### src/rtl/pulpino_boot_seq_if.sv
`default_nettype none
// ============================================================================
// Module  : pulpino_boot_seq_if
// Brief   : Board-side inputs and SoC-side outputs of the boot sequencer.
// Rev     : 1.0
// ============================================================================
interface pulpino_boot_seq_if;
    logic       pll_locked_i;
    logic       btn_rst_i;
    logic       fetch_req_i;
    logic       soc_rst_n_o;
    logic       fetch_enable_o;
    logic       boot_done_o;
    logic [1:0] state_o;

    modport master (
        input  pll_locked_i,
        input  btn_rst_i,
        input  fetch_req_i,
        output soc_rst_n_o,
        output fetch_enable_o,
        output boot_done_o,
        output state_o
    );

    modport slave (
        output pll_locked_i,
        output btn_rst_i,
        output fetch_req_i,
        input  soc_rst_n_o,
        input  fetch_enable_o,
        input  boot_done_o,
        input  state_o
    );
endinterface
`default_nettype wire

### src/rtl/pulpino_boot_seq.sv
`default_nettype none
// ============================================================================
// Module  : pulpino_boot_seq
// Brief   : Synchronises/debounces board lock, button and fetch switch, then
//           stretches SoC reset and gates the first instruction fetch.
// Rev     : 1.0
// ============================================================================
module pulpino_boot_seq #(
    parameter int RST_HOLD_CYCLES    = 1024,
    parameter int FETCH_DELAY_CYCLES = 256,
    parameter int DEBOUNCE_CYCLES    = 16,
    parameter int CNT_W              = 16
) (
    input  wire                clk,
    input  wire                rst_n,
    pulpino_boot_seq_if.master bus
);

    typedef enum logic [1:0] {
        S_WAIT_LOCK = 2'd0,
        S_HOLD      = 2'd1,
        S_DELAY     = 2'd2,
        S_RUN       = 2'd3
    } state_t;

    localparam logic [CNT_W-1:0] c_one        = CNT_W'(1);
    localparam logic [CNT_W-1:0] c_deb_last   = CNT_W'(DEBOUNCE_CYCLES - 1);
    localparam logic [CNT_W-1:0] c_hold_last  = CNT_W'(RST_HOLD_CYCLES - 1);
    // Delay counter tops out one past the nominal delay so fetch comes at least
    // FETCH_DELAY_CYCLES+1 cycles after SoC reset release.
    localparam logic [CNT_W-1:0] c_fetch_gate = CNT_W'(FETCH_DELAY_CYCLES);

    logic             r_pll_s1;
    logic             r_pll_s2;
    logic [1:0]       w_raw;
    logic [1:0]       w_db;
    logic             r_btn_db_d;
    logic             w_btn_rise;
    logic             w_fetch_db;

    state_t           r_state;
    state_t           w_state_nxt;
    logic [CNT_W-1:0] r_cnt;
    logic [CNT_W-1:0] w_cnt_nxt;
    logic             r_soc_rst_n;
    logic             r_fetch_en;
    logic             w_soc_rst_n_nxt;
    logic             w_fetch_en_nxt;

    always_ff @(posedge clk or negedge rst_n) begin
        if (!rst_n) begin
            r_pll_s1 <= 1'b0;
            r_pll_s2 <= 1'b0;
        end else begin
            r_pll_s1 <= bus.pll_locked_i;
            r_pll_s2 <= r_pll_s1;
        end
    end

    assign w_raw = {bus.fetch_req_i, bus.btn_rst_i};

    for (genvar gi = 0; gi < 2; gi++) begin : g_debounce
        logic             r_s1;
        logic             r_s2;
        logic             r_db;
        logic [CNT_W-1:0] r_dcnt;

        always_ff @(posedge clk or negedge rst_n) begin
            if (!rst_n) begin
                r_s1   <= 1'b0;
                r_s2   <= 1'b0;
                r_db   <= 1'b0;
                r_dcnt <= '0;
            end else begin
                r_s1 <= w_raw[gi];
                r_s2 <= r_s1;
                if (r_s2 == r_db) begin
                    r_dcnt <= '0;
                end else if (r_dcnt == c_deb_last) begin
                    r_db   <= r_s2;
                    r_dcnt <= '0;
                end else begin
                    r_dcnt <= r_dcnt + c_one;
                end
            end
        end

        assign w_db[gi] = r_db;
    end

    assign w_fetch_db = w_db[1];
    assign w_btn_rise = w_db[0] & ~r_btn_db_d;

    always_ff @(posedge clk or negedge rst_n) begin
        if (!rst_n) begin
            r_btn_db_d  <= 1'b0;
            r_state     <= S_WAIT_LOCK;
            r_cnt       <= '0;
            r_soc_rst_n <= 1'b0;
            r_fetch_en  <= 1'b0;
        end else begin
            r_btn_db_d  <= w_db[0];
            r_state     <= w_state_nxt;
            r_cnt       <= w_cnt_nxt;
            r_soc_rst_n <= w_soc_rst_n_nxt;
            r_fetch_en  <= w_fetch_en_nxt;
        end
    end

    // Lock loss beats the button, which beats the normal sequence.
    always_comb begin
        w_state_nxt = r_state;
        w_cnt_nxt   = r_cnt;
        if (!r_pll_s2) begin
            w_state_nxt = S_WAIT_LOCK;
            w_cnt_nxt   = '0;
        end else if (w_btn_rise) begin
            w_state_nxt = S_HOLD;
            w_cnt_nxt   = '0;
        end else begin
            case (r_state)
                S_WAIT_LOCK: begin
                    w_state_nxt = S_HOLD;
                    w_cnt_nxt   = '0;
                end
                S_HOLD: begin
                    if (r_cnt == c_hold_last) begin
                        w_state_nxt = S_DELAY;
                        w_cnt_nxt   = '0;
                    end else begin
                        w_cnt_nxt = r_cnt + c_one;
                    end
                end
                S_DELAY: begin
                    if (r_cnt == c_fetch_gate) begin
                        if (w_fetch_db) begin
                            w_state_nxt = S_RUN;
                        end
                    end else begin
                        w_cnt_nxt = r_cnt + c_one;
                    end
                end
                S_RUN: begin
                    w_state_nxt = S_RUN;
                end
                default: begin
                    w_state_nxt = S_WAIT_LOCK;
                    w_cnt_nxt   = '0;
                end
            endcase
        end
        w_soc_rst_n_nxt = (w_state_nxt == S_DELAY) || (w_state_nxt == S_RUN);
        w_fetch_en_nxt  = (w_state_nxt == S_RUN) && w_fetch_db;
    end

    assign bus.soc_rst_n_o    = r_soc_rst_n;
    assign bus.fetch_enable_o = r_fetch_en;
    assign bus.boot_done_o    = (r_state == S_RUN);
    assign bus.state_o        = r_state;

endmodule
`default_nettype wire
### src/flat_wrapper.sv
// flat-port wrapper written by rule: the top's interface ports become plain ports
module pulpino_boot_seq_flat 
#(
    parameter int RST_HOLD_CYCLES    = 1024,
    parameter int FETCH_DELAY_CYCLES = 256,
    parameter int DEBOUNCE_CYCLES    = 16,
    parameter int CNT_W              = 16
)
  (clk, rst_n, bus_pll_locked_i, bus_btn_rst_i, bus_fetch_req_i, bus_soc_rst_n_o, bus_fetch_enable_o, bus_boot_done_o, bus_state_o);
  pulpino_boot_seq_if bus_i ();
  input  wire clk;
  input  wire rst_n;
  input wire logic [$bits(bus_i.pll_locked_i)-1:0] bus_pll_locked_i;
  input wire logic [$bits(bus_i.btn_rst_i)-1:0] bus_btn_rst_i;
  input wire logic [$bits(bus_i.fetch_req_i)-1:0] bus_fetch_req_i;
  output wire logic [$bits(bus_i.soc_rst_n_o)-1:0] bus_soc_rst_n_o;
  output wire logic [$bits(bus_i.fetch_enable_o)-1:0] bus_fetch_enable_o;
  output wire logic [$bits(bus_i.boot_done_o)-1:0] bus_boot_done_o;
  output wire logic [$bits(bus_i.state_o)-1:0] bus_state_o;
  assign bus_i.pll_locked_i = bus_pll_locked_i;
  assign bus_i.btn_rst_i = bus_btn_rst_i;
  assign bus_i.fetch_req_i = bus_fetch_req_i;
  assign bus_soc_rst_n_o = bus_i.soc_rst_n_o;
  assign bus_fetch_enable_o = bus_i.fetch_enable_o;
  assign bus_boot_done_o = bus_i.boot_done_o;
  assign bus_state_o = bus_i.state_o;
  pulpino_boot_seq #(.RST_HOLD_CYCLES(RST_HOLD_CYCLES), .FETCH_DELAY_CYCLES(FETCH_DELAY_CYCLES), .DEBOUNCE_CYCLES(DEBOUNCE_CYCLES), .CNT_W(CNT_W)) u_core (.clk(clk), .rst_n(rst_n), .bus(bus_i));
endmodule
### config.mk
export PLATFORM = sky130hd
export DESIGN_NAME = pulpino_boot_seq_flat
export DESIGN_NICKNAME = d
export VERILOG_FILES = /design/src/rtl/pulpino_boot_seq_if.sv /design/src/rtl/pulpino_boot_seq.sv /design/src/flat_wrapper.sv
export SDC_FILE = /design/constraint.sdc
export NUM_CORES = 1
export LEC_CHECK = 0
export ABC_AREA = 1
export CAP_MARGIN = 20
export CORE_MARGIN = 4
export CORE_UTILIZATION = 40
export DETAILED_ROUTE_END_ITERATION = 16
export DONT_BUFFER_PORTS = 1
export PLACE_DENSITY = 0.54
export SLEW_MARGIN = 20
export SYNTH_ARGS = -nofsm -noshare
export SYNTH_HDL_FRONTEND = slang
export SYNTH_SLANG_ARGS = --single-unit
### constraint.sdc
create_clock -name clk -period 2.99 [get_ports clk]
set_input_delay 0.299 -clock clk [delete_from_list [all_inputs] [get_ports clk]]
set_output_delay 0.299 -clock clk [all_outputs]
set_load 0.02 [all_outputs]
### Word-level counts from Yosys, hierarchy flattened

Index checks and enable logic that the tools add are counted.

| storage, ports and cells | value |
|---|---|
| flip-flop bits (word level) | 61 |
| bits of input ports | 5 |
| output and inout port bits | 5 |

| operators by class | value |
|---|---|
| add/subtract/negate cells | 3 |
| equal/unequal tests | 13 |
| muxes and demuxes | 15 |
| bitwise gates (word level) | 4 |
| reductions and logical operators | 6 |

Operators with widths:

| operator | count |
|---|---|
| $mux W16 | 8 |
| $add A16 B1 Y16 const B | 3 |
| $pmux W16 S3 | 1 |
| $eq A16 B4 Y1 const B | 2 |
| $eq A16 B10 Y1 const B | 1 |
| $eq A16 B9 Y1 const B | 1 |
| $mux W2 | 5 |
| $eq A2 B2 Y1 const B | 4 |
| $pmux W2 S4 | 1 |
| $reduce_and A2 Y1 | 3 |
| $ne A5 B5 Y1 const B | 1 |
| $ne A4 B4 Y1 const B | 1 |
| $not A1 Y1 | 3 |
| $eq A1 B1 Y1 | 2 |
| $eq A2 B1 Y1 const B | 1 |
| $logic_not A2 Y1 | 1 |
| $and A1 B1 Y1 | 1 |
| $logic_and A1 B1 Y1 | 1 |
| $logic_or A1 B1 Y1 | 1 |

### Depth between registers and ports, before layout

Gate-level depths: netlist (run 1).

| logic depth | value |
|---|---|
| depth after elaboration | 7 |
| mapped depth | 12 |
| mapped depth without buffers | 12 |

### Worst setup path before layout (run 1)

No wires, ideal clock.

| path | value |
|---|---|
| kind | register to register |
| start point | register u_core.r_state[0] (netlist: u_core.bus.state_o[0]) |
| end point | register u_core.r_cnt[9] |
| arrival | 1482 ps |
| slack | 1395 ps |
| stages on the path, launching flop included | 10 |
| cell sequence | dfrtp_1 -> inv_1 -> ha_1 -> inv_1 -> o21ai_2 -> nand2_2 -> buf_2 -> o21ai_0 -> nand2_1 -> inv_1 |

| between the ends | value |
|---|---|
| word-level cells in the longest chain between the ends | 4 |
| elaborated cells between the ends (all ways) | 9 |
| classes of those cells | eq/ne: 4; mux: 3; reduce/logical: 2 |

Ends and longest elaborated chain:

| what | line | source |
|---|---|---|
| start, declared | pulpino_boot_seq.sv:41 | `state_t r_state;` |
| start signal, assigned | pulpino_boot_seq.sv:103 | `r_state <= w_state_nxt;` |
| $eq A2 B2 Y1, or another cell as far along | pulpino_boot_seq.sv:121 | `case (r_state)` |
| $pmux W16 S3 | pulpino_boot_seq.sv:121 |  |
| $mux W16 | pulpino_boot_seq.sv:117 | `end else if (w_btn_rise) begin` |
| $mux W16 | pulpino_boot_seq.sv:114 | `if (!r_pll_s2) begin` |
| end signal, assigned | pulpino_boot_seq.sv:104 | `r_cnt <= w_cnt_nxt;` |
| end, declared | pulpino_boot_seq.sv:43 | `logic [CNT_W-1:0] r_cnt;` |

Parallel ways exist; a longest one is shown, timed or not.
A chain may end at the register's enable or synchronous reset.

### Final worst setup path (run 1)

| path | value |
|---|---|
| start point | register u_core.r_state[0] (netlist: u_core.bus.state_o[0]) |
| end point | register u_core.r_cnt[11] |

Same word-level chain as after synthesis.

==> summary.txt, run 1 <==
Timing
  • RSZ-0062 raised after global routing: no
  • Slew of the pin with the lowest slew margin: 460.1 ps
  • Fin. Hold Viols: 0
  • Final Cycle Share: 69.62%
  • Min cycle time layout: 2082 ps
  • PnR worst setup slack: 908.4 ps
  • Final setup viols: 0
  • Setup Skew: 9.833 ps
  • FMAX: 480.4 MHz
  • TNS Setup: 0 ps
  • Pins Over Slew Limit: 0
  • Hold WS: 352.2 ps
  • Rel. slew slack: 69.22%

Synthesis
  • Area contributors post-synth: dfrtp_1, nand2_1, nor2_1
  • EDFF count, synth: 0
  • Ys Warns: 0
  • Synth Area in Adders: 3.046%
  • Seq cells post-synth: 61
  • Mux cell area share after synthesis: 0%
  • Synthesized area: 3286 um^2
  • Post-synthesis xor/xnor area fraction: 3.732%
  • Synth top area share: 46.46%
  • Simple-gate area share of the yosys netlist: 34.08%
  • Most repeated cell in the gate-level netlist after synthesis: nand2_1
  • Ys flop type: dfrtp_1
  • Cell variety after synth: 27
  • Sequential area share after synthesis: 46.46%
  • Synth Net Count: 431
  • Largest area contributor in the netlist: dfrtp_1
  • Post-synthesis compound-gate area fraction: 4.532%
  • Syn avg cell area: 7.860 um^2
  • Largest family of logic cells by synthesized area: simple AND/OR/NAND/NOR gates
  • Synth Instances: 418
  • FFs w/ async S/R, synth: 100.0%
  • Synth cell count leaders: nand2_1, dfrtp_1, nor2_1

Power and ir drop
  • Switching part of the total: 26.56%
  • Internal power: 1.174 mW
  • Net Switching: 424.5 uW
  • Leakage: 1.689 nW
  • Logic gate share of total power: 6.2%
  • Pwr per Cell Area: 441.4 nW/um^2
  • Overall power: 1.598 mW
  • Max IR drop VDD: 0.0002018 V
  • Clk pwr share: 40.2%
  • Seq pwr share: 53.6%

Worst setup path
  • Critical Path End Type: flip-flop
  • WS Path Type: flip-flop to flip-flop
  • Critical path launch point: u_core.bus.state_o[0]
  • R2R setup slack: 910 ps
  • Critical Path Sink: u_core.r_cnt[11]
  • Critical R2R Launch: u_core.bus.state_o[0]
  • Critical Path AT: 2350 ps
  • Startpoint class of the critical path: flip-flop
  • Reg2reg end: u_core.r_cnt[11]
  • Critical path required time: 3260 ps
  • Worst reg2reg path depth: 9
  • Worst Path Max Fanout: 24

GRT
  • Gr ovfl total: 0
  • Vias in the first global route: 2563
  • Largest net degree at the start of global routing: 62
  • Initial antenna violation count: 0
  • First-pass GRT wire length: 11740 um
  • Gr usage total: 15.00%

Clock network
  • Post-CTS Resized: 0
  • Clock net sink count: 61
  • Reg clk slew, reported paths: 70 ps
  • Clock root cell: clkbuf_8
  • TritonCTS clock tree: done
  • Clk_lat worst skew: 340 ps
  • CTS Buf Count: 9
  • Max Root-Sink Buffers: 2
  • CTS H-tree lvls: 3
  • Post-CTS Hold Fix Bufs: 5
  • Postcts setup bufs: 0

Placed design
  • Post-DP HPWL: 4839 um
  • PortBufs: 0
  • Place WS: 917.3 ps
  • GPL Wtd Cong: 0.8644

Finish
  • Area Overhead vs Synth: 10.21%
  • Multi-input gate area: 1491 um^2
  • FF+latch area: 1526 um^2
  • Layout cells sized above 1: 10.32%
  • NumNets Final: 444
  • ANT cells: 0
  • Fillers: 801

Drt
  • Via-to-Cell Ratio: 4.883
  • Detailed Route Iter0 Violations: 112
  • DRC viols: 0
  • DR vias: 2627
  • Remaining antenna violation count: 0
  • Drt total wl: 6773 um
  • DRT Pass-1 Iters: 4
  • Avg WL per Cell: 12.59 um

Min path
  • Hold Path Class: flip-flop to flip-flop

Floorplan
  • I/O pin cnt: 10
  • DIE HEIGHT: 98.63 um
  • Die width: 98.63 um
  • Initial Utilization: 41.87%
  • Cell Rows: 32
  • Die Area: 9728 um^2
  • Core area: 7848 um^2

Outcome
  • Outcome: finished clean

Run
  • Max cap viols: 0
metrics by stage:
step	area [um^2]	cells	util, %
after floorplan	3286	418	-
after CTS	3621	538	46.14
final	3621	538	46.14
after detailed placement	3386	517	43.14
after global placement	3386	517	43.14
after global routing	3621	538	46.14
cell usage in the layout, fill, tap and decap left out:
cell type and n:
nand2_1 91, dfrtp_1 61, nor2_1 58, inv_1 57
nand3_1 27, a21oi_1 20, nand4_1 13, nor3_1 12
xor2_1 10, nor3b_1 9, clkbuf_8 9, ha_1 8
nor2_2 7, nand2_2 7, inv_2 6, nor4_1 5
nor3_2 5, o21ai_0 5, xnor2_1 4, dlygate4sd3_1 4
o21ai_1 3, clkinv_2 3, nor2_4 2, clkinv_4 2
and3_1 1, clkinv_1 1, o21ai_2 1, nand2_4 1
nand3b_1 1, clkbuf_1 1, clkinvlp_4 1, buf_16 1
logic make-up after synthesis:
group	count (synthesis)
buffers and inverters	67
AO/OA/AOI/OAI	29
flip-flops	61
adder cells (fa/ha/maj)	8
AND/OR/NAND/NOR	239
XOR/XNOR	14
power by group through the flow:
stage,registers [mW],logic (mW),clock network (mW)
3_3_place_gp,0.873,0.0748,0
6_report,0.857,0.0989,0.642
5_1_grt,0.860,0.116,0.707
2_1_floorplan,0.870,0.0631,0
3_5_place_dp,0.873,0.0752,0
4_1_cts,0.857,0.101,0.668
worst min path at each step:
stage / from / to / slack (ps) / depth (start not counted)
after global routing: u_core.g_debounce[0].r_s1 / u_core.g_debounce[0].r_s2 / 360 / 0
after detailed placement: rst_n / u_core.r_cnt[4] / 6 / 0
after global placement: rst_n / u_core.r_cnt[4] / 5 / 0
after floorplan: rst_n / u_core.bus.fetch_enable_o / 3 / 0
after CTS: u_core.g_debounce[0].r_s1 / u_core.g_debounce[0].r_s2 / 360 / 0
final: u_core.g_debounce[0].r_s1 / u_core.g_debounce[0].r_s2 / 350 / 0
worst max-delay path, stage by stage, from the launching register on:
cell and delay [ps]:
dfrtp_1 530, inv_1 110, ha_1 260, inv_1 170, o21ai_2 90, nand2_2 350, inv_1 200, nor2_1 130
nor2_1 50, nor2_1 110
metal layers:
layer	vias to the layer above	GRT usage, %	share of wire (%)
met4	0	5.462	1.4
met5	-	0	0
met2	37	24.13	47
met3	12	4.459	2.8
li1	1357	-	-
met1	1221	19.19	49
cell type report:
class / instances / share of cell area (%)
sequential: 61 / 42.16
clock inverter: 6 / 1.106
inverter: 64 / 6.634
timing repair buffer: 5 / 1.866
tap: 102 / 3.525
multi-input combinational: 290 / 41.19
clock buffer: 10 / 3.525
sequential cells by signal, summed over array words and instances (netlist names):
| name | count |
|---|---|
| u_core.g_debounce.r_db | 2 |
| u_core.g_debounce.r_s1 | 2 |
| u_core.g_debounce.r_s2 | 2 |
| u_core.g_debounce.r_dcnt | 32 |
| u_core.bus.soc_rst_n_o | 1 |
| u_core.bus.state_o | 2 |
| u_core.r_pll_s2 | 1 |
| u_core.r_cnt | 16 |
| u_core.r_btn_db_d | 1 |
| u_core.r_pll_s1 | 1 |
| u_core.bus.fetch_enable_o | 1 |
(Power assumes the default switching activity.)
==> inputs of run 2 (changes only) <==
- clock period: 2.99 -> 2 ns (I/O delays scaled with it)
==> run 2 against run 1 <==
Compared with the run above: die area unchanged; global-route usage barely moved; sequential share of layout area is 0.94 points lower; fmax rose by 18%; critical path depth up 1; hold slack got worse by 3.1 ps; power grew 64%; clock-buffer cell count unchanged; highest routed layer unchanged.
==> summary.txt, run 2 (synthesis results as in run 1) <==
Outcome
  • Outcome: finished clean

Power and ir drop
  • Leakage: 1.723 nW (+2.0%)
  • Overall power: 2.625 mW (+64%)
  • Logic gate share of total power: 6.1% (about the same)
  • Net Switching: 612.4 uW (+44%)
  • Pwr per Cell Area: 708.8 nW/um^2 (+61%)
  • Switching part of the total: 23.33% (-3.2 points)
  • Seq pwr share: 48.7% (-4.9 points)
  • Internal power: 2.013 mW (+72%)
  • Clk pwr share: 45.2% (+5.0 points)
  • Max IR drop VDD: 0.0003781 V (+87%)

GRT
  • Vias in the first global route: 2609 (+1.8%)
  • Largest net degree at the start of global routing: 62 (unchanged)
  • Gr ovfl total: 0 (unchanged)
  • First-pass GRT wire length: 11920 um (+1.5%)
  • Gr usage total: 14.99% (about the same)
  • Initial antenna violation count: 0 (unchanged)

Clock network
  • Max Root-Sink Buffers: 2 (unchanged)
  • CTS Buf Count: 9 (unchanged)
  • Clock net sink count: 61 (unchanged)
  • Reg clk slew, reported paths: 60 ps (about the same)
  • CTS H-tree lvls: 3 (unchanged)
  • Clk_lat worst skew: 330 ps (about the same)
  • Clock root cell: clkbuf_8
  • TritonCTS clock tree: done

Finish
  • Layout cells sized above 1: 11.14% (+0.82 points)
  • Area Overhead vs Synth: 12.72%
  • Commonest non-fill, non-tap cell in the layout: nand2_1
  • Post-Layout Cell Count: 542 (+0.74%)
  • Post-route cell area: 3704 um^2 (+2.3%)
  • Largest registers: u_core.g_debounce.r_dcnt x32, u_core.r_cnt x16
  • NumNets Final: 448 (+0.90%)
  • ANT cells: 0 (unchanged)
  • Max FFs per register: 32 (unchanged)
  • Largest Register: u_core.g_debounce.r_dcnt
  • Commonest cells after routing, fill and taps aside: nand2_1, dfrtp_1, nor2_1

Timing
  • FMAX: 567.5 MHz (+18%)
  • TNS Setup: 0 ps (unchanged)
  • Pins Over Slew Limit: 0 (unchanged)
  • Rel. slew slack: 71.13% (+1.9 points)
  • Fin. Hold Viols: 0 (unchanged)
  • Setup Skew: 13.44 ps (+3.605 ps)
  • Final setup viols: 0 (unchanged)
  • Min cycle time layout: 1762 ps (-319.5 ps)
  • RSZ-0062 raised after global routing: no
  • Slew of the pin with the lowest slew margin: 429.7 ps (-30.39 ps)
  • Final Cycle Share: 88.11% (+18 points)

Floorplan
  • Cell Rows: 32 (unchanged)
  • Die Area: 9728 um^2 (unchanged)
  • Initial Utilization: 41.87% (unchanged)
  • Core area: 7848 um^2 (unchanged)
  • I/O pin cnt: 10 (unchanged)
  • DIE HEIGHT: 98.63 um (unchanged)
  • Die width: 98.63 um (unchanged)

Placed design
  • Area after DPL: 3416 um^2 (+0.89%)
  • Placed cell count: 521 (+0.77%)
  • GPL Wtd Cong: 0.8643 (about the same)
  • PortBufs: 0 (unchanged)
  • Post-DP HPWL: 4853 um (+0.27%)

Drt
  • DR vias: 2656 (+1.1%)
  • Drt total wl: 6631 um (-2.1%)
  • DRC viols: 0 (unchanged)
  • Via-to-Cell Ratio: 4.900 (+0.36%)
  • Avg WL per Cell: 12.23 um (-2.8%)
  • DRT Pass-1 Iters: 6 (+2)
  • Detailed Route Iter0 Violations: 94 (-16%)
  • Remaining antenna violation count: 0 (unchanged)

Worst setup path
  • Critical Path AT: 1970 ps (-380 ps)
  • Max stage delay cell, worst path: dfrtp_1
  • Startpoint class of the critical path: flip-flop
  • Critical Path End Type: flip-flop
  • Critical path launch point: u_core.r_cnt[0]
  • Worst reg2reg path depth: 10 (+1)
  • Reg2reg end: u_core.r_cnt[8]
  • Worst Path Max Fanout: 15 (-38%)
  • Critical path required time: 2210 ps (-1050 ps)
  • WS Path Type: flip-flop to flip-flop
  • Critical Path Sink: u_core.r_cnt[8]
  • R2R setup slack: 240 ps (-670 ps)
  • CP max stage delay: 380 ps (-150 ps)
  • CP Cell Sequence: inv_1 -> ha_1 -> nand3_1 -> nor2_1 -> nand2_1 -> nand2_1 -> nand2_4 -> buf_4 -> a21oi_1 -> a21oi_1
  • Critical R2R Launch: u_core.r_cnt[0]

Run
  • Max cap viols: 0 (unchanged)

Min path
  • Hold Path Class: flip-flop to flip-flop
## run 2: cell types whose count changed in the layout (fill, tap and decap cells not counted), sizes merged
cell	previous run	this run
buf	1	5
bufinv	0	2
clkinv	6	2
clkinvlp	1	3
## run 2: per-layer routing
layer	track usage, %	routed length, um	up-vias	share of wire (%)
li1	-	-	1359	-
met1	19.66	3194	1232	48
met2	24.18	3069	53	46
met3	2.619	220	12	3.3
met4	6.933	147	0	2.2
met5	0	0	-	0
## run 2: repair_timing
| action | in CTS | in global routing |
|---|---|---|
| buffers inserted | 0 | 0 |
| endpoints found under the hold margin | 64 | 0 |
| resized for setup | 0 | 1 |
| setup endpoints to repair | 0 | 1 |
| hold buffers | 5 | 0 |
## run 2: area by class of cell
| cell class | count | area [um^2] |
|---|---|---|
| Inverter | 64 | 240.2 |
| Clock buffer | 10 | 127.6 |
| Timing Repair Buffer | 9 | 97.59 |
| Fill cell | 804 | 4144 |
| Clock inverter | 6 | 87.58 |
| Multi-Input combinational cell | 290 | 1496 |
| Tap cell | 102 | 127.6 |
| Sequential cell | 61 | 1526 |
## run 2: power groups by stage
stage / clock (mW) / sequential, mW / combinational, mW
after floorplan: 0 / 1.30 / 0.0943
after global placement: 0 / 1.30 / 0.122
after detailed placement: 0 / 1.30 / 0.124
after CTS: 1.23 / 1.28 / 0.164
after global routing: 1.29 / 1.28 / 0.184
final: 1.19 / 1.28 / 0.159
## run 2: worst min-delay path by stage
stage | start | endpoint | slack [ps] | depth (start not counted)
after floorplan | rst_n | u_core.bus.fetch_enable_o | -100 | 0
after global placement | rst_n | u_core.r_cnt[4] | -90 | 0
after detailed placement | rst_n | u_core.r_cnt[4] | -90 | 0
after CTS | u_core.g_debounce[0].r_s1 | u_core.g_debounce[0].r_s2 | 350 | 0
after global routing | u_core.r_pll_s1 | u_core.r_pll_s2 | 370 | 0
final | u_core.g_debounce[0].r_s1 | u_core.g_debounce[0].r_s2 | 350 | 0
## run 2: metrics by stage
step	setup slack [ps]	util, %	hold WS (ps)
after detailed placement	167.3	43.53	-93.80
after CTS	154.3	47.13	351.9
after global routing	72.78	47.19	371.2
final	237.8	47.19	349.1
after global placement	166.9	43.53	-94.07
after floorplan	405.2	-	-95.59
## run 2: critical path, delay by kind of cell, from the launching register on
kind                       cells  cell delay [ps]
buffers and inverters          2              340
and+or+nand+nor                5              550
adders and majority gates      1              180
AOI/OAI and AO/OA              2              200
DFF                            1              380
